--- src/rtl/ps2_keyboard_decoder.sv ---
// PS/2 set-2 keyboard receiver and scan-code to ASCII decoder.
// Produces KeyboardInput/AdvanceCursor for the VGA text console.
// Optional feature: define PS2_PARITY_CHECK_EN to reject frames with bad odd parity.
module ps2_keyboard_decoder #(
    parameter int TIMEOUT_CYCLES = 25000,
    parameter int FILTER_LEN     = 8,
    parameter int STROBE_CYCLES  = 4
) (
    input  logic       iVGA_CLK,
    input  logic       iRST,
    input  logic       PS2_CLK,
    input  logic       PS2_DAT,
    output logic [7:0] KeyboardInput,
    output logic       AdvanceCursor,
    output logic       oFrameErr
);
    localparam int FW = $clog2(FILTER_LEN + 1);
    localparam int TW = $clog2(TIMEOUT_CYCLES + 1);
    localparam int SW = $clog2(STROBE_CYCLES + 1);

    typedef enum logic [1:0] {IDLE, SHIFT, STOP} state_e;

    logic [1:0]    clk_sync_q, dat_sync_q;
    logic          filt_q, filt_d;
    logic [FW-1:0] fcnt_q, fcnt_d;
    logic          clk_s, dat_s, bit_evt, par_ok;
    state_e        state_q, state_d;
    logic [3:0]    bcnt_q, bcnt_d;
    logic [8:0]    sh_q, sh_d;
    logic [TW-1:0] to_q, to_d;
    logic          err_q, err_d, sv_q, sv_d;
    logic [7:0]    scan_q, scan_d;
    logic          brk_q, brk_d, ext_q, ext_d, shift_q, shift_d;
    logic          emit;
    logic [7:0]    ecode;
    logic [9:0]    mk;
    logic [7:0]    kb_q, kb_d, pcode_q, pcode_d;
    logic          pend_q, pend_d, arm_q, arm_d, free;
    logic [SW-1:0] strb_q, strb_d;

    assign clk_s = clk_sync_q[1];
    assign dat_s = dat_sync_q[1];
    assign bit_evt = filt_q & ~filt_d;

`ifdef PS2_PARITY_CHECK_EN
    assign par_ok = ^sh_q;
`else
    assign par_ok = 1'b1;
`endif

    // Make-code map: {is_letter, valid, lowercase/unshifted code}
    function automatic logic [9:0] map_make(input logic [7:0] sc);
        case (sc)
            8'h1C: return {2'b11, 8'h61}; 8'h32: return {2'b11, 8'h62};
            8'h21: return {2'b11, 8'h63}; 8'h23: return {2'b11, 8'h64};
            8'h24: return {2'b11, 8'h65}; 8'h2B: return {2'b11, 8'h66};
            8'h34: return {2'b11, 8'h67}; 8'h33: return {2'b11, 8'h68};
            8'h43: return {2'b11, 8'h69}; 8'h3B: return {2'b11, 8'h6A};
            8'h42: return {2'b11, 8'h6B}; 8'h4B: return {2'b11, 8'h6C};
            8'h3A: return {2'b11, 8'h6D}; 8'h31: return {2'b11, 8'h6E};
            8'h44: return {2'b11, 8'h6F}; 8'h4D: return {2'b11, 8'h70};
            8'h15: return {2'b11, 8'h71}; 8'h2D: return {2'b11, 8'h72};
            8'h1B: return {2'b11, 8'h73}; 8'h2C: return {2'b11, 8'h74};
            8'h3C: return {2'b11, 8'h75}; 8'h2A: return {2'b11, 8'h76};
            8'h1D: return {2'b11, 8'h77}; 8'h22: return {2'b11, 8'h78};
            8'h35: return {2'b11, 8'h79}; 8'h1A: return {2'b11, 8'h7A};
            8'h45: return {2'b01, 8'h30}; 8'h16: return {2'b01, 8'h31};
            8'h1E: return {2'b01, 8'h32}; 8'h26: return {2'b01, 8'h33};
            8'h25: return {2'b01, 8'h34}; 8'h2E: return {2'b01, 8'h35};
            8'h36: return {2'b01, 8'h36}; 8'h3D: return {2'b01, 8'h37};
            8'h3E: return {2'b01, 8'h38}; 8'h46: return {2'b01, 8'h39};
            8'h29: return {2'b01, 8'h20}; 8'h4E: return {2'b01, 8'h2D};
            8'h55: return {2'b01, 8'h3D}; 8'h66: return {2'b01, 8'h7F};
            8'h76: return {2'b01, 8'h00};
            default: return 10'h000;
        endcase
    endfunction

    // PS2_CLK glitch filter: accept a new level after FILTER_LEN equal samples
    always_comb begin
        filt_d = filt_q;
        fcnt_d = '0;
        if (clk_s != filt_q) begin
            if (fcnt_q == FW'(FILTER_LEN - 1)) filt_d = clk_s;
            else fcnt_d = fcnt_q + 1'b1;
        end
    end

    // Frame FSM next state: start/data/parity/stop collection with idle timeout
    always_comb begin
        state_d = state_q;
        bcnt_d  = bcnt_q;
        sh_d    = sh_q;
        scan_d  = scan_q;
        err_d   = 1'b0;
        sv_d    = 1'b0;
        to_d    = bit_evt ? '0 : to_q + 1'b1;
        case (state_q)
            IDLE: begin
                to_d = '0;
                if (bit_evt) begin
                    if (!dat_s) begin
                        state_d = SHIFT;
                        bcnt_d  = '0;
                    end else begin
                        err_d = 1'b1;
                    end
                end
            end
            SHIFT: if (bit_evt) begin
                sh_d = {dat_s, sh_q[8:1]};
                if (bcnt_q == 4'd8) state_d = STOP;
                else bcnt_d = bcnt_q + 1'b1;
            end
            STOP: if (bit_evt) begin
                state_d = IDLE;
                if (dat_s && par_ok) begin
                    sv_d   = 1'b1;
                    scan_d = sh_q[7:0];
                end else begin
                    err_d = 1'b1;
                end
            end
            default: state_d = IDLE;
        endcase
        if (state_q != IDLE && !bit_evt && to_q == TW'(TIMEOUT_CYCLES - 1)) begin
            state_d = IDLE;
            err_d   = 1'b1;
            to_d    = '0;
        end
    end

    // Decoder (shift/break/extended tracking) and emission/strobe sequencing
    always_comb begin
        brk_d   = brk_q;
        ext_d   = ext_q;
        shift_d = shift_q;
        emit    = 1'b0;
        ecode   = 8'h00;
        mk      = map_make(scan_q);
        if (sv_q) begin
            if (scan_q == 8'hF0) brk_d = 1'b1;
            else if (scan_q == 8'hE0) ext_d = 1'b1;
            else if (ext_q) begin
                brk_d = 1'b0;
                ext_d = 1'b0;
            end else if (scan_q == 8'h12 || scan_q == 8'h59) begin
                shift_d = !brk_q;
                brk_d   = 1'b0;
            end else if (brk_q) brk_d = 1'b0;
            else if (scan_q == 8'h5D) begin
                emit  = shift_q;
                ecode = 8'h7C;
            end else begin
                emit  = mk[8];
                ecode = (mk[9] && shift_q) ? mk[7:0] - 8'h20 : mk[7:0];
            end
        end
        // Data register loads only when the strobe path is idle; otherwise park one code
        free    = !arm_q && strb_q == '0;
        kb_d    = kb_q;
        pend_d  = pend_q;
        pcode_d = pcode_q;
        arm_d   = 1'b0;
        strb_d  = (strb_q != '0) ? strb_q - 1'b1 : '0;
        if (arm_q) strb_d = SW'(STROBE_CYCLES);
        if (emit) begin
            if (free) begin
                kb_d   = ecode;
                arm_d  = 1'b1;
                pend_d = 1'b0;
            end else begin
                pend_d  = 1'b1;
                pcode_d = ecode;
            end
        end else if (free && pend_q) begin
            kb_d   = pcode_q;
            arm_d  = 1'b1;
            pend_d = 1'b0;
        end
    end

    // All state registers
    always_ff @(posedge iVGA_CLK or posedge iRST) begin
        if (iRST) begin
            clk_sync_q <= 2'b11;
            dat_sync_q <= 2'b11;
            filt_q     <= 1'b1;
            fcnt_q     <= '0;
            state_q    <= IDLE;
            bcnt_q     <= '0;
            sh_q       <= '0;
            to_q       <= '0;
            err_q      <= 1'b0;
            sv_q       <= 1'b0;
            scan_q     <= '0;
            brk_q      <= 1'b0;
            ext_q      <= 1'b0;
            shift_q    <= 1'b0;
            kb_q       <= 8'h00;
            pcode_q    <= 8'h00;
            pend_q     <= 1'b0;
            arm_q      <= 1'b0;
            strb_q     <= '0;
        end else begin
            clk_sync_q <= {clk_sync_q[0], PS2_CLK};
            dat_sync_q <= {dat_sync_q[0], PS2_DAT};
            filt_q     <= filt_d;
            fcnt_q     <= fcnt_d;
            state_q    <= state_d;
            bcnt_q     <= bcnt_d;
            sh_q       <= sh_d;
            to_q       <= to_d;
            err_q      <= err_d;
            sv_q       <= sv_d;
            scan_q     <= scan_d;
            brk_q      <= brk_d;
            ext_q      <= ext_d;
            shift_q    <= shift_d;
            kb_q       <= kb_d;
            pcode_q    <= pcode_d;
            pend_q     <= pend_d;
            arm_q      <= arm_d;
            strb_q     <= strb_d;
        end
    end

    assign KeyboardInput = kb_q;
    assign AdvanceCursor = strb_q != '0;
    assign oFrameErr     = err_q;
endmodule

--- config.mk ---
export PLATFORM = sky130hd
export DESIGN_NAME = ps2_keyboard_decoder
export DESIGN_NICKNAME = d
export VERILOG_FILES = /design/src/rtl/ps2_keyboard_decoder.sv
export SDC_FILE = /design/constraint.sdc
export NUM_CORES = 1
export LEC_CHECK = 0
export ABC_AREA = 1
export BUFFER_PORTS_ARGS = -buffer_cell sky130_fd_sc_hd__buf_2
export CAP_MARGIN = 10
export CORE_ASPECT_RATIO = 2
export CORE_MARGIN = 2
export CORE_UTILIZATION = 39
export CTS_BUF_LIST = sky130_fd_sc_hd__clkbuf_2
export CTS_CLUSTER_SIZE = 16
export DETAILED_ROUTE_END_ITERATION = 10
export HOLD_SLACK_MARGIN = 0.1
export SLEW_MARGIN = 0
export SYNTH_ARGS = -nofsm -noshare
export SYNTH_HDL_FRONTEND = slang
export SYNTH_SLANG_ARGS = --single-unit
--- constraint.sdc ---
create_clock -name iVGA_CLK -period 3.5 [get_ports iVGA_CLK]
set_input_delay 0.35 -clock iVGA_CLK [delete_from_list [all_inputs] [get_ports iVGA_CLK]]
set_output_delay 0.35 -clock iVGA_CLK [all_outputs]
set_load 0.02 [all_outputs]
; ---- Word level (Yosys, flattened, before mapping)
; Memories as Yosys holds them, arrays and structs flattened.
; Cells that the tools add are included.
[word_totals]
romBits = 1152
wordCells = 133
output_inout_bits = 10
mem_count = 1
ff_bits = 73
[op_classes]
muxes = 56
eq_ne = 22
bitwise_logic = 6
reduce_logical = 24
n_addsub = 5
[memory_table]
columns = memory, words, word_bits, rd, rd_clocked_by_memory_dff, write_ports, line
row1 = (no name shown), 128, 9, 1, 0, 0, 53  ; case (sc)
[ops]
columns = op, count
row1 = $mux 8, 11
row2 = $mux 15, 3
row3 = $mux 1, 24
row4 = $mux 4, 6
row5 = $eq 8x7->1 const B, 2
row6 = $eq 8x8->1 const B, 2
row7 = $add 15x1->15 const B, 1
row8 = $eq 15x15->1 const B, 1
row9 = $ne 3x3->1 const B, 5
row10 = $reduce_and 5->1, 3
row11 = $mux 2, 6
row12 = $mux 10, 1
row13 = $ne 2x2->1 const B, 5
row14 = $reduce_and 2->1, 5
row15 = $add 4x1->4 const B, 2
row16 = $eq 8x5->1 const B, 1
row17 = $pmux 4 s2, 1
row18 = $sub 8x6->8 const B, 1
row19 = $mux 3, 2
row20 = $pmux 2 s3, 1
row21 = $reduce_bool 2->1, 3
row22 = $logic_and 1x1->1, 5
row23 = $not 1->1, 5
row24 = $eq 4x3->1 const B, 1
row25 = 14 further kinds, 16

; ---- Depth between registers and ports, before layout
; An unclocked memory read counts as a cell.
[depth]
word_depth = 13
ltp_mapped = 17
mapped_depth_nobuf = 17

; ---- Worst setup path after synthesis
; Ideal clock, no wire load.
[synth_timing]
kind = reg-to-reg
from = register scan_q[1]
to = register kb_q[6], in the netlist KeyboardInput[6]
synth_period_minus_slack_ns = 2.162
setup_time_ns = 0.065
n_path_buf = 0
required_time_ns = 3.435
arrival_time_ns = 2.097
path_slack_ns = 1.338
stages_incl_launch_ff = 17
path_cell_list = dfrtp_1 -> inv_1 -> ha_1 -> nand2_1 -> a21oi_1 -> nand2_1 -> nand2_1 -> nor2_1 -> nor2_2 -> nand2_1 -> ha_1 -> nand3b_1 -> nand3_1 -> nand2_1 -> nand2_1 -> nand3_1 -> nand2_1
[synth_between]
elab_chain_len = 13
[synth_rtl]
columns = element, line
row1 = "start, declared", 32  ; logic [7:0] scan_q, scan_d;
row2 = "start signal, assigned", 216  ; scan_q <= scan_d;
row3 = $mem_v2 128x9, --
row4 = $mux 10, 53
row5 = $sub 8x6->8 or $logic_and 1x1->1 (tied branches), 156  ; ecode = (mk[9] && shift_q) ? mk[7:0] - 8'h20 : mk[7:0];
row6 = $mux 8, 156
row7 = $mux 8, 151  ; else if (scan_q == 8'h5D) begin
row8 = $mux 8, 150  ; end else if (brk_q) brk_d = 1'b0;
row9 = $mux 8, 147  ; end else if (scan_q == 8'h12 || scan_q == 8'h59) begin
row10 = $mux 8, 144  ; else if (ext_q) begin
row11 = $mux 8, 143  ; else if (scan_q == 8'hE0) ext_d = 1'b1;
row12 = $mux 8, 142  ; if (scan_q == 8'hF0) brk_d = 1'b1;
row13 = $mux 8, 141  ; if (sv_q) begin
row14 = $mux 8, 168  ; if (free) begin
row15 = $mux 8, 167  ; if (emit) begin
row16 = "end signal, assigned", 220  ; kb_q <= kb_d;
row17 = "end, declared", 37  ; logic [7:0] kb_q, kb_d, pcode_q, pcode_d;
; Several ways; a longest one is shown, not always the timed one. The select of a mux whose other input is x is not followed.
; A chain may end at the register's enable or synchronous reset.

; ---- Worst setup path in the final report
; Same ends and word-level chain as after synthesis.

==> out/results.ini <==
[cts]
insertion_delay_ns = 0.54
cts-root-buf = sky130_fd_sc_hd__clkbuf_2
cts_inserted_buffers = 9
cts_max_path_buffers = 2
cts.reportedPaths.clkPinSlew_ns = 0.21
cts_sinks = 73
clock_tree.htree_level_count = 3
cts_tree = built

[placement]
detailedPlacementHpwl_um = 8157
gp_congestion = 0.9442
place.detailed.instances = 716
dp_slack_ns = 0.9965
port_buffers = 13

[setup_path]
worstSetupEndpointType = flip-flop
critPathLaunchType = flip-flop
worst_ep_required_time_ns = 3.97
timing_worst_setup_path_type = flip-flop to flip-flop
cp.arrival_ns = 3.03
critical_path.max_fanout = 8
r2r_start = scan_q[1]$_DFFE_PP0P_
timing.reg2reg.worst_path_depth = 16
worstSetupStartpoint = scan_q[1]$_DFFE_PP0P_

[logic_synthesis]
syn_avg_cell_area_um2 = 7.549
yosysWarnings = 0
edff_count_synth = 0
ys_seq_area_share_pct = 42.53
postSynth.asyncResetShare_pct = 100.0
syn_inst = 571
synth.cell_area_um2 = 4310
synth.net_count = 589
yosysUniqueCellTypes = 46
ys_ff_latch = 73
ys.flop_type = sky130_fd_sc_hd__dfrtp_1

[grt]
via_count_of_the_first_global_routing_pass = 3767
globalRoute.totalOverflow = 0
grt_pass1_wl_um = 17330
grt_antenna_before_repair = 0
grt_start_max_net_pins = 48
globalRouteTotalUtil_pct = 18.60

[timing]
maxSlewHeadroom_pct = 55.98
timing.clock.skew_ns = 0.03140
achievable-frequency_ghz = 0.3899
final.period_utilization_pct = 73.29
timing.final.max_slew_violations = 0
rsz0062_at_grt = no
worst_pin_slew_ns = 0.6603
fin_tns_setup_ns = 0
timing.final.hold_violations = 0
final-setup-viol-count = 0
clock_period_minus_worst_slack_ns = 2.565
layout_setup_ws_ns = 0.9349

[flow_run]
cap_viol_max_count = 0

[pwr]
max-vdd-ir-drop_v = 0.0002595
powerDensity_nw_per_um2 = 380.1
p_total_mw = 1.760
static-leakage-power_nw = 2.341

[worst_hold_path]
hold_path_class = flip-flop to flip-flop
hold_start = clk_sync_q[0]$_DFF_PP1_
min_delay_path_depth = 0

[drt]
wirelength_um = 10260
drcViolationCount = 0
detail_route.wl_per_cell_um = 13.96
detail_route.vias_per_cell = 5.044
final_antenna_net_count = 0
vias = 3707
initialDrtViolationCount = 173
drtPass1Iterations = 4

[floorplanning]
die_area_um2 = 11960
die_width_um = 78.34
core_area_um2 = 10810
row_count = 54
initial_utilization_pct = 39.87
chipHeight_um = 152.7
floorplan.io_pins = 14

[layout]
antenna_cells = 0
instances_no_fill = 735
final_core_util_pct = 42.82
final_net_count = 608
layout_common_cells = sky130_fd_sc_hd__nand2_1 (188), sky130_fd_sc_hd__dfrtp_1 (68), sky130_fd_sc_hd__nor2_1 (52)
final_layout_size_suffix_gt1_share_pct = 13.45
flow.area_growth_from_synthesis_pct = 7.402
layout.cells.most_common = sky130_fd_sc_hd__nand2_1

[outcome]
status = completed

-- layout make-up --
| class | instances | area (µm²) |
|---|---|---|
| timing repair buffer | 20 | 125.1 |
| sequential | 73 | 1833 |
| tap | 140 | 175.2 |
| inverter | 57 | 224.0 |
| multi-input combinational | 429 | 2162 |
| clock inverter | 6 | 60.06 |
| fill | 1145 | 6181 |
| clock buffer | 10 | 50.05 |
-- kinds of logic (layout without fill, tap and decap cells) --
group	after synthesis	in the layout	share of synthesized area [%]
simple gates	336	336	35.10
flops	73	73	42.53
compound gates	72	72	9.579
buf+inv	69	93	7.315
fa+ha+maj	14	14	4.064
xor+xnor	7	7	1.422
-- path summary, 6_finish.rpt --
check	to	slack [ns]
min	clk_sync_q[1]$_DFF_PP1_	0.36
max	KeyboardInput[6]$_DFFE_PP0P_	0.93
min reg2reg	clk_sync_q[1]$_DFF_PP1_	0.36
max reg2reg	KeyboardInput[6]$_DFFE_PP0P_	0.93
min in group asynchronous	fcnt_q[0]$_DFF_PP0_	0.37
max in group asynchronous	scan_q[0]$_DFFE_PP0P_	2.57
-- critical path: stages (launching register included) --
cell,delay [ns]
sky130_fd_sc_hd__dfrtp_1,0.48
sky130_fd_sc_hd__inv_1,0.21
sky130_fd_sc_hd__ha_1,0.24
sky130_fd_sc_hd__nand2_1,0.20
sky130_fd_sc_hd__nand3_1,0.17
sky130_fd_sc_hd__nand2_1,0.06
sky130_fd_sc_hd__nand2_1,0.06
sky130_fd_sc_hd__nand3_1,0.10
sky130_fd_sc_hd__nand2_1,0.13
sky130_fd_sc_hd__nand2_1,0.07
sky130_fd_sc_hd__ha_1,0.27
sky130_fd_sc_hd__nand3b_1,0.15
sky130_fd_sc_hd__nand3_1,0.08
sky130_fd_sc_hd__nand2_1,0.08
sky130_fd_sc_hd__nand2_1,0.07
sky130_fd_sc_hd__nand3_1,0.06
sky130_fd_sc_hd__nand2_1,0.07
-- synthesized netlist by cell type (2+ instances only) --
cell	instances	area, µm²
sky130_fd_sc_hd__nor2_4	2	22.52
sky130_fd_sc_hd__a31oi_1	3	18.77
sky130_fd_sc_hd__buf_4	3	22.52
sky130_fd_sc_hd__nor2_1	52	195.2
sky130_fd_sc_hd__xnor2_1	2	17.52
sky130_fd_sc_hd__o31ai_1	2	15.01
sky130_fd_sc_hd__a21oi_1	22	110.1
sky130_fd_sc_hd__inv_1	48	180.2
sky130_fd_sc_hd__buf_2	4	20.02
sky130_fd_sc_hd__nand2_2	11	68.82
sky130_fd_sc_hd__xor2_1	5	43.79
sky130_fd_sc_hd__o21a_1	2	15.01
sky130_fd_sc_hd__nor4_1	2	12.51
sky130_fd_sc_hd__nor3_1	8	40.04
sky130_fd_sc_hd__nor3_2	2	20.02
sky130_fd_sc_hd__dfstp_2	5	131.4
sky130_fd_sc_hd__nand4_1	4	25.02
sky130_fd_sc_hd__o21ai_1	7	35.03
sky130_fd_sc_hd__o22ai_1	2	12.51
sky130_fd_sc_hd__buf_6	4	45.04
sky130_fd_sc_hd__nand2_4	2	22.52
sky130_fd_sc_hd__dfrtp_1	68	1702
sky130_fd_sc_hd__nand2_1	188	705.7
sky130_fd_sc_hd__o21ai_2	4	35.03
sky130_fd_sc_hd__inv_2	6	22.52
sky130_fd_sc_hd__o21ai_0	24	120.1
sky130_fd_sc_hd__inv_4	2	12.51
sky130_fd_sc_hd__nand3_2	2	20.02
sky130_fd_sc_hd__nand3_1	47	235.2
sky130_fd_sc_hd__nor2_2	6	37.54
sky130_fd_sc_hd__ha_1	14	175.2
sky130_fd_sc_hd__nor3b_1	4	30.03
-- timing repair --
item | 4_1_cts | 5_1_grt
setup buffers | 0 | 0
gates resized for setup | 0 | 0
hold buffers | 3 | 0
hold endpoints to repair | 72 | 0
-- metal layers --
layer	wire (µm)	vias to the layer above	part of all wire, %	global-route usage [%]
met3	259	42	2.5	3.258
met1	3495	1712	34	16.67
met5	0	-	0	0
met2	5856	75	57	36.00
li1	-	1878	-	-
met4	647	0	6.3	12.61
-- where the power goes --
group / switching, mW / internal [mW]
clock network: 0.300 / 0.164
logic: 0.222 / 0.0993
registers: 0.0583 / 0.916
-- metrics by stage --
step | instance area (µm²) | hold slack (ns)
CTS | 4629 | 0.3549
detailed placement | 4489 | 0.3469
global route | 4629 | 0.3634
finish | 4629 | 0.3595
floorplan | 4310 | 0.3452
global placement | 4489 | 0.3455
-- registers in the layout, indices dropped and copies added, names as in the netlist --
signal         count
dat_sync_q         2
sv_q               1
clk_sync_q         2
shift_q            1
oFrameErr          1
to_q              15
bcnt_q             4
scan_q             8
filt_q             1
strb_q             3
fcnt_q             4
ext_q              1
state_q            2
pcode_q            8
KeyboardInput      8
pend_q             1
brk_q              1
arm_q              1
sh_q               9
(Power assumes the default switching activity.)
